### config.mk
export PLATFORM = sky130hd
export DESIGN_NAME = difftest_trap_event_gen
export DESIGN_NICKNAME = d
export VERILOG_FILES = /design/src/rtl/difftest_trap_event_gen.sv
export SDC_FILE = /design/constraint.sdc
export NUM_CORES = 1
export LEC_CHECK = 0
export CAP_MARGIN = 40
export CORE_MARGIN = 3
export CORE_UTILIZATION = 48
export CTS_CLUSTER_SIZE = 30
export DETAILED_ROUTE_END_ITERATION = 10
export PLACE_DENSITY = 0.9
export RECOVER_POWER = 100
export SETUP_SLACK_MARGIN = 0.05
export SLEW_MARGIN = 10
export SYNTH_ARGS = -nofsm -noshare
export SYNTH_HDL_FRONTEND = slang
export SYNTH_SLANG_ARGS = --single-unit
### constraint.sdc
create_clock -name clock -period 3.46 [get_ports clock]
set_clock_uncertainty 0.2 [all_clocks]
set_input_delay 1.038 -clock clock [delete_from_list [all_inputs] [get_ports clock]]
set_output_delay 1.038 -clock clock [all_outputs]
set_load 0.02 [all_outputs]
### src/rtl/difftest_trap_event_gen.sv
// rtl/difftest_trap_event_gen.sv - difftest trap-event producer: cycle/instr counters, WFI, trap latch, watchdog
module difftest_trap_event_gen #(
  parameter int          COMMIT_WIDTH = 6,
  parameter int          CNT_W        = 3,
  parameter int          TIMEOUT      = 5000,
  parameter logic [31:0] TIMEOUT_CODE = 32'h3
) (
  input  logic             clock,
  input  logic             reset,
  input  logic             i_report_en,
  input  logic [CNT_W-1:0] i_commit_cnt,
  input  logic [63:0]      i_commit_pc,
  input  logic             i_trap_valid,
  input  logic [31:0]      i_trap_code,
  input  logic [63:0]      i_trap_pc,
  input  logic             i_wfi,
  input  logic [7:0]       i_coreid,
  output logic             o_enable,
  output logic             o_hasTrap,
  output logic [63:0]      o_cycleCnt,
  output logic [63:0]      o_instrCnt,
  output logic             o_hasWFI,
  output logic [31:0]      o_code,
  output logic [63:0]      o_pc,
  output logic [7:0]       o_coreid
);

  localparam logic [0:0] RUN     = 1'b0;
  localparam logic [0:0] TRAPPED = 1'b1;

  logic [0:0]  state;
  logic [63:0] last_pc;
  logic [31:0] idle_cnt;
  logic [63:0] commit_ext;
  logic [63:0] commit_add;
  logic        has_commit;
  logic        idle_now;
  logic        wdog_expire;

  // Out-of-range commit counts clamp to the retire width instead of wrapping.
  always_comb begin
    commit_ext  = 64'(i_commit_cnt);
    commit_add  = (commit_ext > 64'(COMMIT_WIDTH)) ? 64'(COMMIT_WIDTH) : commit_ext;
    has_commit  = (i_commit_cnt != '0);
    idle_now    = !has_commit && !i_wfi;
    wdog_expire = (TIMEOUT != 0) && idle_now && !i_trap_valid &&
                  (idle_cnt == 32'(TIMEOUT - 1));
  end

  always_ff @(posedge clock or negedge reset) begin
    if (!reset) begin
      state      <= RUN;
      last_pc    <= '0;
      idle_cnt   <= '0;
      o_enable   <= 1'b0;
      o_hasTrap  <= 1'b0;
      o_cycleCnt <= '0;
      o_instrCnt <= '0;
      o_hasWFI   <= 1'b0;
      o_code     <= '0;
      o_pc       <= '0;
      o_coreid   <= '0;
    end else begin
      o_enable <= i_report_en;
      o_hasWFI <= i_wfi;
      o_coreid <= i_coreid;
      if (state == RUN) begin
        o_cycleCnt <= o_cycleCnt + 64'd1;
        o_instrCnt <= o_instrCnt + commit_add;
        if (has_commit) last_pc <= i_commit_pc;
        if (idle_now) idle_cnt <= idle_cnt + 32'd1;
        else          idle_cnt <= '0;
        // A core trap takes priority over a coincident watchdog expiry.
        if (i_trap_valid) begin
          state     <= TRAPPED;
          o_hasTrap <= 1'b1;
          o_code    <= i_trap_code;
          o_pc      <= i_trap_pc;
        end else if (wdog_expire) begin
          state     <= TRAPPED;
          o_hasTrap <= 1'b1;
          o_code    <= TIMEOUT_CODE;
          o_pc      <= last_pc;
        end
      end
    end
  end

endmodule
## Word level (Yosys, flattened, before mapping)

Cells that the tools add are included.
W data, S select, Z words.

- Add/subtract/negate cells: 3
- $mul: 0
- Div/mod/pow operators: 0
- Magnitude comparators: 1
- Equal/unequal tests: 1
- Shift operators: 0
- Muxes and demuxes: 11
- Bitwise gates (word level): 1
- Reductions and logical operators: 10

Operator list:

| operator | number |
|---|---|
| $mux W64 | 2 |
| $mux W32 | 3 |
| $add A64 B1 Y64 const B | 1 |
| $add A64 B3 Y64 | 1 |
| $add A32 B1 Y32 const B | 1 |
| $eq A32 B13 Y1 const B | 1 |
| $mux W1 | 5 |
| $reduce_and A2 Y1 | 2 |
| $gt A3 B3 Y1 const B | 1 |
| $logic_and A1 B1 Y1 | 3 |
| $logic_not A1 Y1 | 3 |
| $mux W3 | 1 |
| $reduce_bool A3 Y1 | 1 |
| $reduce_bool A2 Y1 | 1 |
| $not A1 Y1 | 1 |

- Register bits: 332
- Latch bits: 0
- Bits in writable memories: 0
- ROM bits: 0
- Bits of input ports: 176
- Output and inout port bits: 235
- Memories kept: 0

## Longest topological paths before layout

- Depth in word-level cells: 8
- Gate-level depth with buffers: 9
- Mapped depth without buffers: 8

## Worst setup path before layout

No wires, ideal clock.

- Path type: input-to-reg
- Start: input port i_commit_cnt[2]
- End: register o_instrCnt[37]
- Data arrival time: 2.683 ns
- Slack: 0.497 ns
- Stages on the path: 7
- Cells stage by stage: clkbuf_1 > ha_1 > a21oi_1 > a21oi_1 > nand3_1 > nor4_1 > xor2_1

- Word-level cells in the longest chain between the ends: 3

Ends and longest elaborated chain:

| element | line | RTL |
|---|---|---|
| start, declared | 11 | `input logic [CNT_W-1:0] i_commit_cnt,` |
| $gt A3 B3 Y1 | 43 | `commit_add = (commit_ext > 64'(COMMIT_WIDTH)) ? 64'(COMMIT_WIDTH) : commit_ext;` |
| $mux W3 * | 43 |  |
| $add A64 B3 Y64 * | 69 | `o_instrCnt <= o_instrCnt + commit_add;` |
| end signal, assigned | 69 |  |
| end, declared | 21 | `output logic [63:0] o_instrCnt,` |

Every way passes the cells marked *; elsewhere a longest branch is shown, timed or not.
A chain may end at the register's enable or synchronous reset.

## Final worst setup path

- Start: input port i_commit_cnt[0]
- End: register o_instrCnt[23]

Same word-level chain as after synthesis.

==> results.md <==
* Max-Cap Viols at 1
* Avg Vias per Cell at 5.78
* Synthesis Warnings at 0
* Yosys cell types at 45
* Crit path kind: input pin to flop
* Power per cell area at 465 mW/mm2
* Dpl hpwl at 31.3 mm
* Post-Synthesis Cell Area at 0.0146 mm2
* DR WL/cell at 20.8 um
* Post-CTS Setup Bufs at 0
* CP required at 3660 ps
* Post-synthesis sequential area ratio at 0.568
* Crit path max fanout at 6
* Hold_buf cts at 0
* Total CTS buffers at 37
* Layout cell share with drive strength beyond 1 at 0.0880
* Antenna violations before repair at 0
* HP Start: o_cycleCnt[63]
* FF-to-FF path depth at 6
* Reg2Reg Setup Slack at 470 ps
* Pre-Repair DR Iteration Count at 5
* Mapped Cells at 1285
* Worst-Skew Late Latency at 530 ps
* Slew Limit Headroom at -0.248
* Initial Utilization at 0.490
* Dominant cell type by area after synthesis: dfrtp_1
* Startpoint Class: input pin
* EDFF count, synth at 0
* Core area at 0.0299 mm2
* Routed via count at 12.3k
* Min cycle time layout at 3170 ps
* Nets@finish at 1893
* Sequential share of power at 0.453
* Area delta synth->final at 40.0%
* DRT Wirelength at 44.3 mm
* CTS resizes at 0
* Switching power at 2.38 mW
* Die X-Extent at 181 um
* Synth top area cells: dfrtp_1 57%, mux2_2 5.2%, xor2_1 4.9%, mux2i_1 4.4%, xnor2_1 4.1%
* Finish-stage setup viols at 0
* Tightest Hold Check Type: flop to flop
* Die outline area at 0.0326 mm2
* Mapped Nets at 1467
* Status: complete, but fails checks
* Post-synth top area share at 0.568
* Comb pwr share at 0.127
* Setup total negative slack at 0 ps
* Clock root buffer: clkbuf_16
* Count of input and output buffers at 410
* CP Capture Type: flop
* R2r endpoint: o_code[15]
* Hold_ws at 270 ps
* CTS tree: done
* Initial drt markers at 953
* Die H at 181 um
* Pre-CTS setup slack at -70.9 ps
* Htree depth at 2
* GP Congestion at 0.923
* Post-layout util at 0.685
* Crit path DAT at 3370 ps
* Top FF cell, synth: dfrtp_1
* Internal power at 7.15 mW
* Clock Path Buffers at 3
* Synth Register Bits at 332
* Antenna cell count at 0
* Async SR Flop Fraction at 1.00
* Critical R2R Launch: idle_cnt[20]
* Leakage power at 9.54 nW
* All-Layer GR Usage at 0.267
* RSZ-0062 raised after global routing: false
* Largest net degree at the start of global routing at 71
* Setup WS post-layout at 288 ps
* # rows at 63
* I/O pins at 411
* Final hold vios at 0
* Fmax at 315 MHz
* Clock slew at reported path FFs at 60 ps
* Final Slew Violations at 67
* Number of global-route vias before repair at 12.8k
* Remaining Overflow, GRT at 0
* Worst Hold End: o_cycleCnt[63]
* Period Utilization, post-route at 0.917
* Clk sink count at 332
* Fraction of power spent switching nets at 0.250
* Violated checks: max-capacitance violations, max-slew violations
* Clk network pwr share at 0.420
* First-pass GRT wire length at 71.0 mm
* Worst vdd ir at 0.000485 V
* Syn_area_per_cell at 11.4 um2
* DRC violations left at 0
* Final ANT Viol Nets at 0
* Worst-margin pin slew at 1870 ps
* Hold path depth at 1
==> cell families after synthesis <==
kind of cell / Yosys count / synth area share
flops: 332 / 0.568
xor+xnor: 150 / 0.0898
fa+ha+maj: 6 / 0.00564
simple gates: 417 / 0.150
compound gates: 179 / 0.0705
buf+inv: 70 / 0.0211
mux: 131 / 0.0953
==> cell usage after synthesis (all sizes together) (5+ instances only) <==
cell	number
clkbuf	44
and4	13
nor3	45
a22o	30
xor2	82
dfrtp	332
nand3	56
mux2i	64
xnor2	68
nand2	74
nor4	32
nand2b	7
and3	22
nor2	81
a21oi	5
buf	9
ha	5
or3	5
nand4	53
o21ai	135
mux2	67
and2	6
inv	17
==> state kept, by name, indices dropped and copies added (netlist names) <==
register    flops
idle_cnt       32
last_pc        64
o_code         32
o_coreid        8
o_cycleCnt     64
o_enable        1
o_hasTrap       1
o_hasWFI        1
o_instrCnt     64
o_pc           64
state           1
==> placed cells by master (no fill, tap or decap), types with 6 or more instances in the layout <==
cell type,netlist,routed
nand2b_1,7,7
nor2_1,81,80
buf_4,0,9
mux2_2,67,66
nand3_1,56,56
clkdlybuf4s50_1,0,162
xor2_1,82,82
nand4_1,53,53
clkbuf_8,0,6
mux2i_1,64,64
o21ai_0,111,135
dfrtp_1,332,331
and3_1,22,22
nor3_1,45,45
inv_1,17,17
dlygate4sd3_1,0,246
nor4_1,29,29
clkbuf_1,44,20
and4_1,13,13
a22o_1,30,30
nand2_1,74,74
clkbuf_16,0,38
xnor2_1,68,68
==> final cells by class <==
class	instances	area (um2)
clock buffers	53	1070
multi-input cells	883	6040
clock inverters	13	176
inverters	17	63.8
repair buffers	440	4330
well taps	390	488
flip-flops and latches	332	8310
fillers	2049	9400
==> critical path, cell delays in order <==
cell and delay, ps:
dlygate4sd3_1 560, a21boi_0 190, ha_1 230, nand3_1 120, a21oi_1 300, clkbuf_1 290, and2_0 360, nand3_1 140
xnor2_1 140
==> metrics by stage <==
| step | total power [mW] | instance area [um2] | cells |
|---|---|---|---|
| 2_1_floorplan | 4.88 | 14600 | 1285 |
| 3_3_place_gp | 5.61 | 19300 | 2062 |
| 3_5_place_dp | 5.66 | 19300 | 2062 |
| 4_1_cts | 9.67 | 20600 | 2128 |
| 5_1_grt | 9.86 | 20500 | 2128 |
| 6_report | 9.52 | 20500 | 2128 |
==> power by group through the flow <==
stage | clock [mW] | combinational (mW) | sequential, mW
floorplan | 0 | 0.334 | 4.54
global placement | 0 | 1.24 | 4.37
detailed placement | 0 | 1.28 | 4.38
CTS | 4.06 | 1.29 | 4.33
global route | 4.21 | 1.30 | 4.35
finish | 4.00 | 1.21 | 4.32
==> how the worst max path moves through the flow <==
stage | from | endpoint | slack (ps) | cells past startpoint
final | i_commit_cnt[0] | o_instrCnt[23] | 290 | 9
after global routing | i_commit_cnt[0] | o_instrCnt[38] | 190 | 9
after CTS | o_cycleCnt[24] | o_cycleCnt[24] | 460 | 1
after detailed placement | i_commit_cnt[0] | o_instrCnt[38] | -70 | 9
after global placement | i_commit_cnt[0] | o_instrCnt[38] | -10 | 9
after floorplan | i_commit_cnt[2] | o_instrCnt[37] | 500 | 7
==> routing by layer <==
layer  share of wire  GRT usage  vias up
li1                -          -     5429
met1            0.38      0.336     6085
met2            0.49      0.454      657
met3           0.089     0.0595      125
met4           0.041      0.102        0
met5               0          0        -
No activity file was read; power rests on OpenSTA's default activity.
